## config.mk

```make
export PLATFORM = sky130hd
export DESIGN_NAME = axi_read_arbiter
export DESIGN_NICKNAME = d
export VERILOG_FILES = /design/src/rtl/axi_read_arbiter.sv
export SDC_FILE = /design/constraint.sdc
export NUM_CORES = 1
export LEC_CHECK = 0
export ABC_AREA = 1
export CORE_ASPECT_RATIO = 0.7
export CORE_UTILIZATION = 34
export CTS_CLUSTER_SIZE = 25
export DETAILED_ROUTE_END_ITERATION = 16
export GPL_TIMING_DRIVEN = 0
export PLACE_DENSITY = 0.87
export SLEW_MARGIN = 20
export SYNTH_ARGS = -nofsm -noshare
export SYNTH_HDL_FRONTEND = slang
export SYNTH_SLANG_ARGS = --single-unit
```

## constraint.sdc

```tcl
create_clock -name clk -period 2.22 [get_ports clk]
set_input_delay 0.222 -clock clk [delete_from_list [all_inputs] [get_ports clk]]
set_output_delay 0.222 -clock clk [all_outputs]
set_load 0.02 [all_outputs]
```

## src/rtl/axi_read_arbiter.sv

```systemverilog
// One-outstanding AXI4-Lite read arbiter: N requesters share a single AR/R channel to one slave.
// Build option: define ARB_ROUND_ROBIN_EN for round-robin arbitration (default is fixed priority, index 0 highest).
module axi_read_arbiter #(
  parameter int unsigned N_MASTERS = 2,
  parameter int unsigned ADDR_W    = 32
) (
  input  logic                          clk,
  input  logic                          rstn,
  input  logic [N_MASTERS*ADDR_W-1:0]   m_araddr,
  input  logic [N_MASTERS-1:0]          m_arvalid,
  output logic [N_MASTERS-1:0]          m_arready,
  output logic [31:0]                   m_rdata,
  output logic [1:0]                    m_rresp,
  output logic [N_MASTERS-1:0]          m_rvalid,
  input  logic [N_MASTERS-1:0]          m_rready,
  output logic [ADDR_W-1:0]             s_araddr,
  output logic                          s_arvalid,
  input  logic                          s_arready,
  input  logic [31:0]                   s_rdata,
  input  logic [1:0]                    s_rresp,
  input  logic                          s_rvalid,
  output logic                          s_rready
);

  localparam int unsigned IDX_W = (N_MASTERS > 1) ? $clog2(N_MASTERS) : 1;

  typedef enum logic [1:0] {IDLE, ADDR, DATA} state_t;

  state_t                r_state;
  logic [IDX_W-1:0]      r_grant;
  logic [IDX_W-1:0]      r_last;
  logic [ADDR_W-1:0]     r_s_araddr;
  logic                  r_s_arvalid;
  logic [N_MASTERS-1:0]  r_m_arready;

  logic [IDX_W-1:0]      w_win;
  logic [ADDR_W-1:0]     w_win_addr;
  logic [IDX_W-1:0]      w_last_nxt;
  logic                  w_req;
  logic                  w_in_data;
  logic                  w_r_hs;

  assign w_req = |m_arvalid;

`ifdef ARB_ROUND_ROBIN_EN
  logic w_found;

  // Search upward from the master after the last one served, wrapping around.
  always_comb begin
    w_win   = '0;
    w_found = 1'b0;
    for (int unsigned k = 0; k < N_MASTERS; k++) begin
      if (!w_found && m_arvalid[IDX_W'((32'(r_last) + 32'd1 + k) % N_MASTERS)]) begin
        w_win   = IDX_W'((32'(r_last) + 32'd1 + k) % N_MASTERS);
        w_found = 1'b1;
      end
    end
  end
`else
  // Fixed priority: scan from the top so the lowest requesting index wins.
  always_comb begin
    w_win = '0;
    for (int i = int'(N_MASTERS) - 1; i >= 0; i--) begin
      if (m_arvalid[i]) w_win = IDX_W'(i);
    end
  end
`endif

  always_comb begin
    w_win_addr = '0;
    for (int unsigned i = 0; i < N_MASTERS; i++) begin
      if (w_win == IDX_W'(i)) w_win_addr = m_araddr[i*ADDR_W +: ADDR_W];
    end
  end

  // Response path is pure routing to the granted master while in DATA.
  assign w_in_data = (r_state == DATA);
  assign s_rready  = w_in_data & m_rready[r_grant];
  assign m_rvalid  = (w_in_data && s_rvalid) ? (N_MASTERS'(1) << r_grant) : '0;
  assign m_rdata   = s_rdata;
  assign m_rresp   = s_rresp;
  assign w_r_hs    = s_rvalid & s_rready;

  assign w_last_nxt = (w_in_data && w_r_hs) ? r_grant : r_last;

  assign s_araddr  = r_s_araddr;
  assign s_arvalid = r_s_arvalid;
  assign m_arready = r_m_arready;

  always_ff @(posedge clk or negedge rstn) begin
    if (!rstn) begin
      r_state     <= IDLE;
      r_grant     <= '0;
      r_last      <= IDX_W'(N_MASTERS - 1);
      r_s_araddr  <= '0;
      r_s_arvalid <= 1'b0;
      r_m_arready <= '0;
    end else begin
      r_last <= w_last_nxt;
      case (r_state)
        IDLE: begin
          if (w_req) begin
            r_grant     <= w_win;
            r_s_araddr  <= w_win_addr;
            r_s_arvalid <= 1'b1;
            r_m_arready <= N_MASTERS'(1) << w_win;
            r_state     <= ADDR;
          end
        end
        ADDR: begin
          r_m_arready <= '0;
          if (s_arready) begin
            r_s_arvalid <= 1'b0;
            r_state     <= DATA;
          end
        end
        DATA: begin
          if (w_r_hs) r_state <= IDLE;
        end
        default: r_state <= IDLE;
      endcase
    end
  end

endmodule

```

# --- Word-level counts from Yosys, hierarchy flattened ---
# Index checks and enable logic that the tools add are counted.
word_totals:
  register_bits: 38
  input_bits: 106
  out_inout_bits: 72
  elab_cells: 38
op_classes:
  magnitude_cmp: 1
  eq_ne: 5
  n_shift: 2
  mux: 15
  n_bitwise: 2
  reduce_logical: 8
ops:
  columns: ["op", "count"]
  rows:
  - ["32-bit two-way mux", 1]
  - ["2-bit two-way mux", 5]
  - ["1-bit two-way mux", 6]
  - ["2-bit case mux with 3 select lines", 1]
  - ["3-bit AND reduction", 2]
  - ["2-bit != test, second input constant", 2]
  - ["2-bit case mux with 2 select lines", 1]
  - ["2-bit AND reduction", 2]
  - ["1-bit by 1-bit left shift with 2-bit output, first input constant", 2]
  - ["1-bit AND", 2]
  - ["2-bit by 1-bit == test with 1-bit output, second input constant", 1]
  - ["2-bit == test, second input constant", 1]
  - ["2-bit zero test", 1]
  - ["1-bit by 2-bit less-than comparator with 1-bit output, second input constant", 1]
  - ["2-bit by 1-bit != test with 1-bit output, second input constant", 1]
  - ["1-bit case mux with 2 select lines", 1]
  - ["2-bit nonzero test", 1]
  - ["2-bit OR reduction", 1]
  - ["1-bit logical AND", 1]

# --- Depth between registers and ports, before layout ---
logic_depth:
  depth_word: 6
  depth_mapped: 6

# --- Least setup slack after synthesis ---
# OpenSTA, ideal clock, no wires.
synth_timing:
  path_kind: "reg-to-output"
  from: "register r_state[1]"
  to: "output port m_rvalid[0]"
  arrival_ns: 1.117
  t_required_ns: 1.998
  slack_ns: 0.881
  path_stages_with_launch: 5
  path_buffers: 0
  cell_sequence: "dfrtp_1 inv_1 nor2_1 inv_1 nor3_1"
synth_between:
  elab_chain_cells: 3
synth_rtl:
  columns: ["element", "line", "rtl"]
  rows:
  - ["start, declared", "29", "state_t r_state;"]
  - ["start signal, assigned", "92", "r_state <= IDLE;"]
  - ["start signal, assigned", "107", "r_state <= ADDR;"]
  - ["start signal, assigned", "114", "r_state <= DATA;"]
  - ["2-bit == test", "77", "assign w_in_data = (r_state == DATA);"]
  - ["1-bit logical AND", "79", "assign m_rvalid = (w_in_data && s_rvalid) ? (N_MASTERS'(1) << r_grant) : '0;"]
  - ["2-bit two-way mux", "79", null]
  - ["end, declared", "14", "output logic [N_MASTERS-1:0] m_rvalid,"]
# Every way passes these cells.

# --- Worst setup path in the final report ---
# Ends and elaborated chain as after synthesis.

==> run_results.csv <==
group,metric,value,unit
logic_synthesis,synth_common_cells,"75 x nand2_1, 68 x nand3_1, 38 x dfrtp_1, 34 x buf_4, 9 x buf_2",
clock_tree,postCtsResizedCells,0,
critical_path,r2r-start,"r_state[0]",
clock_tree,cts-root-buf,"clkbuf_8",
logic_synthesis,synth_edf_count,0,
floorplanning,die_width,93.6,um
power,irDropWorstVdd,0.000527,V
clock_tree,cts_tree,"built",
sta,finalSetupViolCount,0,
cells_and_area,ff_latch_area,951,sq um
floorplanning,die-area,6190,sq um
logic_synthesis,synth_nets,349,
power,p_comb_share,57.8,%
critical_path,rrSetupSlack,890,ps
critical_path,critPathKind,"reg2out",
sta,rsz0062_at_grt,"no",
detailed_routing,drtPass1Iterations,5,
critical_path,cp-startpoint,"r_state[1]",
placement,place_hpwl,5.11,mm
power,clkPwrFrac,11.2,%
logic_synthesis,netlist_instances,243,
logic_synthesis,synth_cell_type_count,16,
clock_tree,cts_setup_buffers,0,
critical_path,worst_r2r_path_depth,5,
clock_tree,cts.sinks,38,
critical_path,worstSetupStartpointType,"flip-flop",
floorplanning,rows,22,
sta,min_period,2060,ps
floorplanning,core_area,5450,sq um
placement,place_area,3540,sq um
power,sw_frac_of_total,41.7,%
floorplanning,dieHeight,66.1,um
global_route,antenna_found_initial,0,
floorplanning,initial_core_util,36.7,%
clock_tree,clk_path_buf_depth,2,
global_route,grtUsageTotal,20.4,%
placement,io_buffers,143,
detailed_routing,ant_nets,0,
min_path,hp-class,"in2async",
logic_synthesis,synth_area_leaders,"dfrtp_1 48%, nand3_1 17%, nand2_1 14%",
logic_synthesis,synth_most_common_cell,"nand2_1",
detailed_routing,vias,2172,
job,max_cap_violations,0,
placement,gp_congestion,0.740,
sta,worst_pin_slew,502,ps
logic_synthesis,synth_area,2000,sq um
sta,whs,445,ps
floorplanning,ioPinCount,178,
global_route,grt_max_degree,21,
sta,period_share,92.9,%
global_route,grt_pass1_wl,9.54,mm
cells_and_area,nets,501,
critical_path,critical_path.endpoint_type,"primary output",
detailed_routing,drtIter0Drc,70,
critical_path,crit_arrival,1840,ps
cells_and_area,final_layout_size_suffix_gt1_share,14.7,%
cells_and_area,antenna_cells,0,
cells_and_area,multi_input_area,691,sq um
power,p_switching,0.00163,W
logic_synthesis,yosysTopAreaCellShare,47.6,%
run_status,status,"finished clean",
critical_path,required,2000,ps
sta,fmax,0.485,GHz
cells_and_area,fillCellCount,462,
critical_path,reg2reg_to,"s_araddr[22]",
clock_tree,insertion_delay,280,ps
logic_synthesis,async_flop_share,100,%
clock_tree,cts_inserted_buffers,5,
cells_and_area,fin_area,3630,sq um
power,pwr_density_cell,1080,nW/um^2
sta,clock_skew,3.60,ps
sta,slew_violations,0,
critical_path,critPathCapture,"m_rvalid[0]",
critical_path,cp_max_fo,3,
logic_synthesis,yosys_warnings,0,
detailed_routing,wl,6.35,mm
cells_and_area,area_delta_synth_final,81.6,%
sta,hold_viol_final,0,
sta,timing.setup.tns,0,ps
power,p_seq_share,31.0,%
power,leakage,1.65,nW
power,internal_power,0.00228,W
logic_synthesis,syn_area_per_cell,8.22,sq um
clock_tree,htreeDepth,2,
sta,slew_headroom,66.5,%
logic_synthesis,ys_seq_area_share,47.6,%
detailed_routing,wl_per_cell,13.6,um
global_route,grt_overflow_total,0,
logic_synthesis,synth-seq-cells,38,
logic_synthesis,ys.flop_type,"dfrtp_1",
logic_synthesis,synth_top_area_cell,"dfrtp_1",
global_route,grt_pass1_vias,2047,
clock_tree,path_clk_slew,70,ps
detailed_routing,viasPerCell,4.65,
detailed_routing,drc,0,
[layer usage]
layer / up-vias / wire, um / GRT usage [%] / part of all wire (%)
met5: - / 0 / 0 / 0
met4: 0 / 55 / 5.19 / 0.87
met3: 7 / 569 / 6.44 / 9.0
met2: 99 / 3170 / 36.1 / 50
met1: 1006 / 2550 / 24.2 / 40
li1: 1060 / - / - / -
[how the worst min path moves through the flow]
stage                   end  slack [ps]  cells after the start
2_1_floorplan  m_arready[0]         -70                      0
3_3_place_gp      s_arvalid         460                      2
3_5_place_dp    s_araddr[8]         220                      1
4_1_cts         s_araddr[8]         460                      2
5_1_grt        s_araddr[11]         480                      2
6_report         r_state[0]         450                      2
[critical path: stages, from the launching register on]
cell and delay (ps):
dfrtp_1 390, inv_1 90, nor2_1 180, inv_1 100
nor3_1 160, clkdlybuf4s50_1 650
[cell usage in the layout (no fill, tap or decap), drive strengths merged]
cell	instances
clkbuf	7
inv	6
o21ai	3
nand2	76
clkdlybuf4s50	142
dfrtp	38
a21oi	1
nor2	3
nor3	2
buf	48
dlygate4sd3	1
nand3	68
[state kept, by name, summed over array words and instances, names as in the netlist]
signal / cells
m_arready: 2
r_grant: 1
r_state: 2
s_araddr: 32
s_arvalid: 1
[logic make-up after synthesis]
kind of cell | Yosys count | share of synthesized area, %
compound gates | 4 | 1.57
buf+inv | 52 | 17.8
flops | 38 | 47.6
simple gates | 149 | 33.0
[area by class of cell]
type | count | area share (%)
Timing Repair Buffer | 145 | 40.3
Sequential cell | 38 | 26.2
Multi-Input combinational cell | 153 | 19.0
Buffer | 46 | 9.21
Tap cell | 72 | 2.48
Inverter | 6 | 0.621
Clock buffer | 7 | 2.10
[through the flow]
step	setup WS (ps)	instances	total power, W	util (%)
final	159	467	0.00391	66.6
after global routing	39.9	467	0.00418	66.6
after CTS	152	467	0.00395	66.6
after detailed placement	406	459	0.00349	65.0
after global placement	43.3	458	0.00342	64.6
after floorplan	881	243	0.00240	-
[power by group through the flow]
stage	Sequential, W	Combinational, W	Clock [W]
final	0.00121	0.00226	0.000438
after global routing	0.00125	0.00243	0.000498
after CTS	0.00121	0.00228	0.000456
after detailed placement	0.00122	0.00227	0
after global placement	0.00120	0.00221	0
after floorplan	0.00159	0.000813	0
[repair_timing]
action                                  in CTS  in global routing
hold buffers                                 1                  0
endpoints found under the setup margin       0                  0
hold endpoints to repair                    19                  0
No activity file was read; power rests on OpenSTA's default activity.
==> variant 1: new RTL, same flow settings <==
Build with the macro `ARB_ROUND_ROBIN_EN` defined.
--- a/src/rtl/axi_read_arbiter.sv
+++ b/src/rtl/axi_read_arbiter.sv
@@ -2,2 +2,4 @@
 // Build option: define ARB_ROUND_ROBIN_EN for round-robin arbitration (default is fixed priority, index 0 highest).
+`define ARB_ROUND_ROBIN_EN
+
 module axi_read_arbiter #(
Check against the original RTL: not equivalent (Yosys sat finds a counterexample within 10 cycles, from zero or initial values and one cycle with rstn low).
==> variant 1 against the unedited design <==
- cell area up 7.2%
- critical path depth is 1 lower
- core utilization is 4.9 points lower
- clock power grew 2%
- first-iteration DRC count rose by 21%
- synthesized area rose by 13%
- final cell count is 17% higher
- clock skew rose by 0.0037 ns
- highest routed layer unchanged
- hold slack worse by 0.079 ns
- power increased by 1.1%
- wire length grew 6.4%
- setup slack got worse by 0.030 ns
- sequential cell count grew 1
- fmax fell by 1.4%
==> variant 1: results (changes against the unedited design) <==
* CP max stage cell: clkdlybuf4s50_1
* Antenna diode count at 0 (unchanged)
* Worst R2R Path Depth at 7 (+2)
* P_clk at 448 uW (+2%)
* Worst min-delay path category: in -> reg
* Sequential power share at 0.312 (+0.002)
* Fin util at 0.6167 (-0.04908)
* Fmax at 478.2 MHz (-1.4%)
* Internal at 2306 uW (+1.2%)
* Critical R2R Launch: r_last
* CTS root buffer: clkbuf_8
* Non-Filler Instances at 545 (+17%)
* # nets final at 572 (+14%)
* Worst clock skew at 0.007301 ns (+0.003702 ns)
* Post-synth EDFFs at 0 (unchanged)
* Vias in the first global route at 2,354 (+15%)
* Async set or reset register ratio after synthesis at 1.000 (unchanged)
* Worst path max stage delay at 0.65 ns (about the same)
* Mapped Nets at 421 (+21%)
* Pre-CTS setup slack at 0.3450 ns (-0.06065 ns)
* Status: finished, final reports clean
* Leakage power at 0.001954 uW (+19%)
* Hold path depth at 5
* Post-DP HPWL at 5.419 mm (+6.0%)
* Worst setup path endpoint: m_rvalid[0]
* First-pass GRT wire length at 10.81 mm (+13%)
* Synth top cells by count: 174 x nand2_1, 38 x buf_4, 38 x dfrtp_1, 37 x nand3_1, 6 x buf_2
* Psw at 1648 uW (+0.98%)
* DRC Markers at 0 (unchanged)
* Synth unique cells at 17 (+1)
* Iter 0 DRT Violations at 85 (+21%)
* Worst-margin pin slew at 0.4833 ns (-0.01892 ns)
* Cells after DPL at 536 (+17%)
* Yosys warns at 0 (unchanged)
* Largest net degree at the start of global routing at 21 (unchanged)
* GPL Wtd Cong at 0.7660 (+3.5%)
* Share of the synthesized area in the top cell type at 0.4215 (-0.05437)
* Share of layout cells above drive strength 1 at 0.1263 (-0.02050)
* Hold_ws at 0.3658 ns (-0.07923 ns)
* Launch point of the worst path: r_state[0]
* Register area share after synthesis at 0.4332 (-0.04273)
* Drt pass-1 iters at 4 (-1)
* Peak supply drop at 0.6372 mV (+21%)
* Worst-path fanout max at 4 (+1)
* Max reg flops at 32 (unchanged)
* WHS Endpoint: s_araddr[16]
* Mapped Cells at 315 (+30%)
* Hold Path Origin: m_arvalid[1]
* Top cells by area, synth: dfrtp_1 42%, nand2_1 29%, buf_4 13%, nand3_1 8.2%, buf_6 1.5%
* H-tree depth at 2 (unchanged)
* DR WL/cell at 12.39 um (-8.8%)
* Vias per cell at 4.486 (-3.5%)
* Initial antenna violation count at 0 (unchanged)
* Gr usage total at 0.1956 (-0.008658)
* CTS Buf Count at 5 (unchanged)
* I/O Buffers at 142 (-0.70%)
* Placed inst area at 3797 um2 (+7.2%)
* Worst reg2reg endpoint: s_araddr[28]
* Fillers at 564 (+22%)
* Worst R2R Setup Slack at 0.78 ns (-0.11 ns)
variant 1: changes by cell type after synthesis, sizes merged:
cell,delta
buf,+1
clkbuf,+3
dfstp,+1
inv,-1
nand2,+99
nand3,-31
nand4,+1
nor2,-1
variant 1: cell type report:
type / count / share of cell area
timing repair buffer: 144 / 0.3739
inverter: 5 / 0.004826
sequential: 39 / 0.2513
multi-input combinational: 221 / 0.2313
buffer: 50 / 0.09266
tap: 78 / 0.02510
clock inverter: 1 / 0.001287
clock buffer: 7 / 0.01963
variant 1: logic make-up (layout without fill, tap and decap cells):
kind of cell | Yosys count | count (layout) | share of synthesized area
AND/OR/NAND/NOR | 217 | 217 | 0.3849
buffers and inverters | 55 | 207 | 0.1680
AO/OA/AOI/OAI | 4 | 4 | 0.01387
flip-flops | 39 | 39 | 0.4332
variant 1: routing by layer:
layer,track usage,part of all wire
met1,0.2391,0.42
met2,0.3457,0.50
met4,0.03758,0.0034
met3,0.05506,0.079
met5,0,0
==> variant 2: new RTL, same flow settings <==
Without the edit above. Reset style: synchronous (`rstn`), changed in one clocked block.
--- a/src/rtl/axi_read_arbiter.sv
+++ b/src/rtl/axi_read_arbiter.sv
@@ -89,3 +89,3 @@
 
-  always_ff @(posedge clk or negedge rstn) begin
+  always_ff @(posedge clk) begin
     if (!rstn) begin
Check against the original RTL: differs if rstn is asserted again (counterexample within 4 cycles, from zero or initial values and one cycle with rstn low); with rstn held inactive, the same outputs for 10 cycles.
==> variant 2 against the unedited design <==
- cell area increased by 4.0%
- setup slack improved by 0.016 ns
- synthesized area increased by 5.6%
- wire length increased by 6.3%
- hold slack improved by 0.021 ns
- sequential cell count unchanged
Power is not compared: it rests on default switching activity, and its combinational part moved more than twofold at a synthesized area within 25%.
==> variant 2: results (changes against the unedited design) <==
* Status: finished, final reports clean
* Metal3 WL at 574 um (+0.88%)
* Met2 Resource Use GR at 0.3582 (-0.003057)
* Met2 wire len at 3.303 mm (+4.2%)
* Worst setup path endpoint: m_rvalid[1]
* Worst skew pair latency at 0.30 ns (+0.02 ns)
* First-pass GRT wire length at 9.991 mm (+4.7%)
* Vias in the first global route at 2,229 (+8.9%)
* Cells after DPL at 534 (+16%)
* # nets final at 572 (+14%)
* Placed inst area at 3636 um2 (+2.6%)
* Share of layout cells above drive strength 1 at 0.1563 (+0.009481)
* Pre-CTS setup slack at 0.4115 ns (+0.005868 ns)
* Fillers at 504 (+9.1%)
* Worst min-delay path category: reg -> reg
* Gr usage total at 0.2024 (-0.001825)
* Synth unique cells at 20 (+4)
* Async set or reset register ratio after synthesis at 0 (-1.000)
* Worst-margin pin slew at 0.6436 ns (+0.1413 ns)
* Mapped Nets at 422 (+21%)
* DR WL/cell at 12.45 um (-8.4%)
* Mapped Cells at 316 (+30%)
* Critical R2R Launch: r_state[0]
* Post-DP HPWL at 5.381 mm (+5.3%)
* Synth top cells by count: 167 x nand2_1, 38 x buf_4, 38 x dfxtp_1, 29 x a21oi_1, 10 x a21oi_2
* Vias at 2,419 (+11%)
* Global-route met1 utilization at 0.2394 (-0.002140)
* Crit path DAT at 1.82 ns (-0.02 ns)
* Met3 GRT Util at 0.06889 (+0.004521)
* DRT met1 WL at 2.821 mm (+10%)
* Worst R2R Path Depth at 6 (+1)
* Non-Filler Instances at 542 (+16%)
* Fmax at 488.9 MHz (+0.79%)
* Register area share after synthesis at 0.3604 (-0.1155)
* Top cells by area, synth: dfxtp_1 36%, nand2_1 30%, buf_4 14%, a21oi_1 6.9%, a21oi_2 4.1%
* Worst reg2reg endpoint: s_araddr[20]
* Worst path max stage delay at 0.63 ns (-0.02 ns)
## variant 2: cell count changes after synthesis, sizes merged
cell,change
a21oi,+38
clkbuf,+2
nand2,+92
nand3,-65
o21ai,-1
or2,+1
dfrtp,-38
buf,+2
dfxtp,+38
inv,+2
nor2,+2
## variant 2: final cells by class
| type | instances | area (um2) | area share |
|---|---|---|---|
| inverters | 8 | 30.03 | 0.007958 |
| clock inverters | 3 | 68.82 | 0.01824 |
| clock buffers | 5 | 68.82 | 0.01824 |
| repair buffers | 143 | 1431 | 0.3793 |
| plain buffers | 50 | 372.9 | 0.09881 |
| flip-flops and latches | 38 | 760.7 | 0.2016 |
| well taps | 75 | 93.84 | 0.02487 |
| multi-input cells | 220 | 947.2 | 0.2510 |
## variant 2: logic make-up after synthesis
group	Yosys count	synth area share
flops	38	0.3604
simple gates	179	0.3284
compound gates	41	0.1203
buf+inv	58	0.1909
